### src/rtl/gray_sched_pkg.sv
// Shared constants and type definitions for the Gray-code conversion scheduler.
package gray_sched_pkg;

  localparam int DEFAULT_WIDTH = 4;
  localparam int DEFAULT_N_REQ = 4;

  // Conversion direction selected per requester.
  typedef enum logic {
    MODE_B2G = 1'b0,
    MODE_G2B = 1'b1
  } mode_t;

  // Output register occupancy.
  typedef enum logic {
    ST_EMPTY = 1'b0,
    ST_FULL  = 1'b1
  } state_t;

endpackage

### src/rtl/gray_codec.sv
// Combinational binary<->Gray converter shared by all requesters.
module gray_codec
  import gray_sched_pkg::*;
#(
  parameter int WIDTH = DEFAULT_WIDTH
) (
  input  logic [WIDTH-1:0] data,
  input  mode_t            mode,
  output logic [WIDTH-1:0] result
);

  logic [WIDTH-1:0] bin;

  // Gray->binary is a prefix XOR running from the MSB downward.
  always_comb begin
    // NOTE: every variable gets a value before any branch so no path leaves it
    // unassigned, which would otherwise infer a latch.
    bin          = '0;
    bin[WIDTH-1] = data[WIDTH-1];
    for (int i = WIDTH - 2; i >= 0; i--) begin
      bin[i] = bin[i+1] ^ data[i];
    end
  end

  // Select the direction requested by the granted requester.
  always_comb begin
    result = data ^ (data >> 1);
    if (mode == MODE_G2B) begin
      result = bin;
    end
  end

endmodule

### src/rtl/gray_conv_scheduler.sv
// Round-robin scheduler sharing one Gray codec among N_REQ requesters, with a
// single registered output slot that can refill in the same cycle it drains.
module gray_conv_scheduler
  import gray_sched_pkg::*;
#(
  parameter int N_REQ = DEFAULT_N_REQ,
  parameter int WIDTH = DEFAULT_WIDTH
) (
  input  logic                     clk,
  input  logic                     rst,
  input  logic [N_REQ-1:0]         req_valid,
  input  logic [N_REQ*WIDTH-1:0]   req_data,
  input  logic [N_REQ-1:0]         req_mode,
  output logic [N_REQ-1:0]         req_ready,
  output logic                     rsp_valid,
  output logic [WIDTH-1:0]         rsp_data,
  output logic [$clog2(N_REQ)-1:0] rsp_id,
  input  logic                     rsp_ready
);

  localparam int ID_W = $clog2(N_REQ);

  state_t            state;
  logic [ID_W-1:0]   last_grant;
  logic [ID_W-1:0]   cand;
  logic [ID_W-1:0]   grant_idx;
  logic              grant_found;
  logic              grant_ok;
  logic              grant;
  logic [WIDTH-1:0]  sel_data;
  mode_t             sel_mode;
  logic [WIDTH-1:0]  codec_result;

  assign rsp_valid = (state == ST_FULL);

  // The slot may be refilled when empty or when it drains this very cycle;
  // reset blocks any grant.
  assign grant_ok = !rst && ((state == ST_EMPTY) || rsp_ready);

  // Round-robin search starting just after the last granted requester.
  always_comb begin
    grant_found = 1'b0;
    grant_idx   = '0;
    cand        = '0;
    for (int off = 1; off <= N_REQ; off++) begin
      cand = ID_W'((int'(last_grant) + off) % N_REQ);
      if (!grant_found && req_valid[cand]) begin
        grant_found = 1'b1;
        grant_idx   = cand;
      end
    end
  end

  // One-hot grant, only when the output slot can take a new result.
  always_comb begin
    req_ready = '0;
    if (grant_ok && grant_found) begin
      for (int i = 0; i < N_REQ; i++) begin
        req_ready[i] = (grant_idx == ID_W'(i));
      end
    end
  end

  assign grant = |req_ready;

  // Route the granted requester's operand and mode into the shared codec.
  always_comb begin
    sel_data = '0;
    sel_mode = MODE_B2G;
    for (int i = 0; i < N_REQ; i++) begin
      if (req_ready[i]) begin
        sel_data = req_data[i*WIDTH +: WIDTH];
        sel_mode = mode_t'(req_mode[i]);
      end
    end
  end

  gray_codec #(
    .WIDTH (WIDTH)
  ) u_codec (
    .data   (sel_data),
    .mode   (sel_mode),
    .result (codec_result)
  );

  // Output slot and arbitration pointer; a grant always wins over a drain so
  // back-to-back traffic keeps the slot full.
  always_ff @(posedge clk or posedge rst) begin
    if (rst) begin
      state      <= ST_EMPTY;
      last_grant <= ID_W'(N_REQ - 1);
      rsp_data   <= '0;
      rsp_id     <= '0;
    end else if (grant) begin
      // NOTE: non-blocking assignments keep every register sampling the
      // pre-edge values, so ordering inside this block does not matter.
      state      <= ST_FULL;
      last_grant <= grant_idx;
      rsp_data   <= codec_result;
      rsp_id     <= grant_idx;
    end else if (rsp_ready) begin
      state <= ST_EMPTY;
    end
  end

endmodule

### config.mk
export PLATFORM = sky130hd
export DESIGN_NAME = gray_conv_scheduler
export DESIGN_NICKNAME = d
export VERILOG_FILES = /design/src/rtl/gray_sched_pkg.sv /design/src/rtl/gray_codec.sv /design/src/rtl/gray_conv_scheduler.sv
export SDC_FILE = /design/constraint.sdc
export NUM_CORES = 1
export LEC_CHECK = 0
export ABC_AREA = 1
export CAP_MARGIN = 20
export CELL_PAD_IN_SITES_DETAIL_PLACEMENT = 1
export CELL_PAD_IN_SITES_GLOBAL_PLACEMENT = 1
export CORE_AREA = 2 2 56 71
export DETAILED_ROUTE_END_ITERATION = 16
export DIE_AREA = 0 0 58 73
export PLACE_DENSITY_LB_ADDON = 0.1
export SYNTH_ARGS = -nofsm -noshare
export SYNTH_HDL_FRONTEND = slang
export SYNTH_HIERARCHICAL = 1
export SYNTH_SLANG_ARGS = --single-unit
### constraint.sdc
create_clock -name clk -period 5.8 [get_ports clk]
set_input_delay 1.16 -clock clk [delete_from_list [all_inputs] [get_ports clk]]
set_output_delay 1.16 -clock clk [all_outputs]
set_load 0.01 [all_outputs]
==> metrics.txt <==
Slew @ Worst Pin roughly 0.34 ns; Pins Over Slew Limit 0; Post-Synth Simple-Gate Area 63.4%; count of cell types in the netlist 23; final antenna-violating net count 0; commonest non-fill, non-tap cell in the layout nand2_1; CTS Hold Bufs 0; fraction of layout cells with a size suffix above 1 21.2%; critical-path maximum fanout 15; Seq/Total Area, Yosys about 20%; Highest Clock Rate around 0.22 GHz; post-CTS setup buffer count 0; Min Hold Slack between 0.4 and 0.5 ns; period utilization a little under 80%; CP Launch Point req_valid[2]; CP Capture Type output port; CP Class input pin to output port; Via Count 1152; Ys Warns 6; arrival time at the worst endpoint ~3.3 ns; Total GRT Usage 15.9%; most frequent cells in the layout nand2_1, clkdlybuf4s50_1, inv_1; r2r startpoint last_grant[0]$_DFFE_PP1P_; Num Clock Sinks 9; final instance area between 1500 and 2000 µm²; Max-cap violations 0; RSZ-0062 raised after global routing false; Vias/cell around 4.6; Inserted Diodes 0; mux share of post-synthesis cell area 0%; Post-Synth XOR/XNOR Area 0.773%; Clock Power Share 7.2%; CP Launch Type input pin; Net Switching about 0.00055 W; Worst VDD drop approximately 290 µV; Final setup viols 0; Final Hold Viols 0; DR pass1 iterations 3; dpl ws 1.31 ns; DRC Markers 0; routed len/inst between 10 and 15 µm; clock slew at the register clock pins of the worst setup and hold paths 0.05 ns; Mapped Area 1130 µm²; Die H 73 µm; Area growth syn-to-layout 37.2%; GRT overflow 0; Pleak 0.820 nW; vias in the first global route around 1300; area of the die between 4000 and 5000 µm²; Ports 38; Pwr Total 0.000970 W; run status finished, final reports clean; P per Cell Area ~620 nW/µm²; Gate power share between 70% and 80%; slew margin rel. 77.3%; global-route wire length before repair around 5.2 mm; WHS Path Cells 2; CTS tree done; largest net degree at the start of global routing 16; Setup Skew approximately 0.0041 ns; post-synth net total just over 200; Yosys reg bits 9; Internal between 0.0004 and 0.0005 W; port bufs 37; largest family of logic cells by synthesized area simple AND/OR/NAND/NOR gates; post-synthesis compound-gate area fraction roughly 2.6%; H-Tree Depth 1; area of the core around 3600 µm²; fin crit period approximately 4.5 ns; WL final roughly 3.2 mm; Mapped Cells 175; Post-Synth Adder-Cell Area 0%; setup ws final 1.32 ns; initial core utilization a little under a third; switching part of the total a little under three fifths; initial antenna violation count 0; Root Buffer clkbuf_8; worst reg2reg path depth 23; TNS Setup 0 ns; Nets 240; Die X around 58 µm; CP Data Required Time between 4 and 5 ns; DR iter-0 viols 15; hold_sp rsp_data[0]$_DFFE_PP0P_; Std-Cell Rows 25; worst-skew pair later-pin latency between 0.2 and 0.25 ns; RD Place Congestion between 0.8 and 0.9; HP Class register to register; dpl hpwl 2.77 mm; Flop pwr share 13.3%; CTS buffer count 3; Clock Tree Buf Depth 2; placed cell areas around 1500 µm²; Syn Area/Cell between 6 and 7 µm²; post-cts sizing count 0
[flip-flops by register name (all words and copies together) (netlist names)]
register and count:
last_grant 2, rsp_data 4, rsp_id 2, rsp_valid 1
[critical path, stage by stage]
cell and delay [ns]:
clkdlybuf4s50_1 0.54, nand2_1 0.09, nand2_2 0.11, nand2_1 0.06, nand2_1 0.11, inv_2 0.07, nand2_4 0.09, nor2_8 0.04
nor2_8 0.28, inv_1 0.10, nor2_1 0.13, clkdlybuf4s50_1 0.54
[per-stage QoR]
step / util (%) / std cells
finish: 42.9 / 252
global route: 42.9 / 252
CTS: 42.9 / 252
detailed placement: 41.6 / 248
global placement: 41.6 / 248
floorplan: - / 175
[Yosys cell counts (all sizes together)]
library cell / instances / area, µm²
inv: 26 / 105
nand3b: 1 / 7.51
xnor2: 1 / 8.76
nand2: 103 / 474
o21ai: 4 / 20.0
dfrtp: 7 / 175
a21oi: 2 / 10.0
nand3: 15 / 100
nor2: 9 / 130
buf: 4 / 43.8
dfstp: 2 / 52.6
nand4: 1 / 6.26
[routing by layer]
| metal | global-route usage [%] | vias up | routed length, µm |
|---|---|---|---|
| met2 | 35.1 | 23 | 1960 |
| met1 | 14.4 | 531 | 1080 |
| met4 | 4.65 | 0 | 43 |
| li1 | - | 596 | - |
| met5 | 0 | - | 0 |
| met3 | 1.42 | 2 | 76 |
[power groups by stage]
stage,clock (W),combinational [W],sequential [W]
floorplan,0,0.000627,0.000124
global placement,0,0.000761,0.000131
detailed placement,0,0.000781,0.000131
CTS,0.0000719,0.000785,0.000131
global route,0.0000747,0.000858,0.000134
finish,0.0000703,0.000771,0.000129
[logic make-up after synthesis]
family | Yosys count
simple gates | 129
xor+xnor | 1
buf+inv | 30
compound gates | 6
flops | 9
[worst paths after layout]
| check | end | slack (ns) |
|---|---|---|
| max in group asynchronous | last_grant[0]$_DFFE_PP1P_ | 4.27 |
| hold / removal | rsp_data[0]$_DFFE_PP0P_ | 0.48 |
| min in group asynchronous | rsp_valid$_DFFE_PP0P_ | 1.22 |
| setup / recovery | req_ready[0] | 1.32 |
| hold reg to reg | rsp_data[0]$_DFFE_PP0P_ | 0.48 |
| setup reg to reg | rsp_data[0]$_DFFE_PP0P_ | 3.04 |
[cell type report]
class	instances	area, µm²
repair buffers	37	370
flip-flops and latches	9	228
well taps	40	50.0
inverters	26	105
clock buffers	4	45.0
fillers	494	2070
multi-input cells	136	757
(Power assumes the default switching activity.)
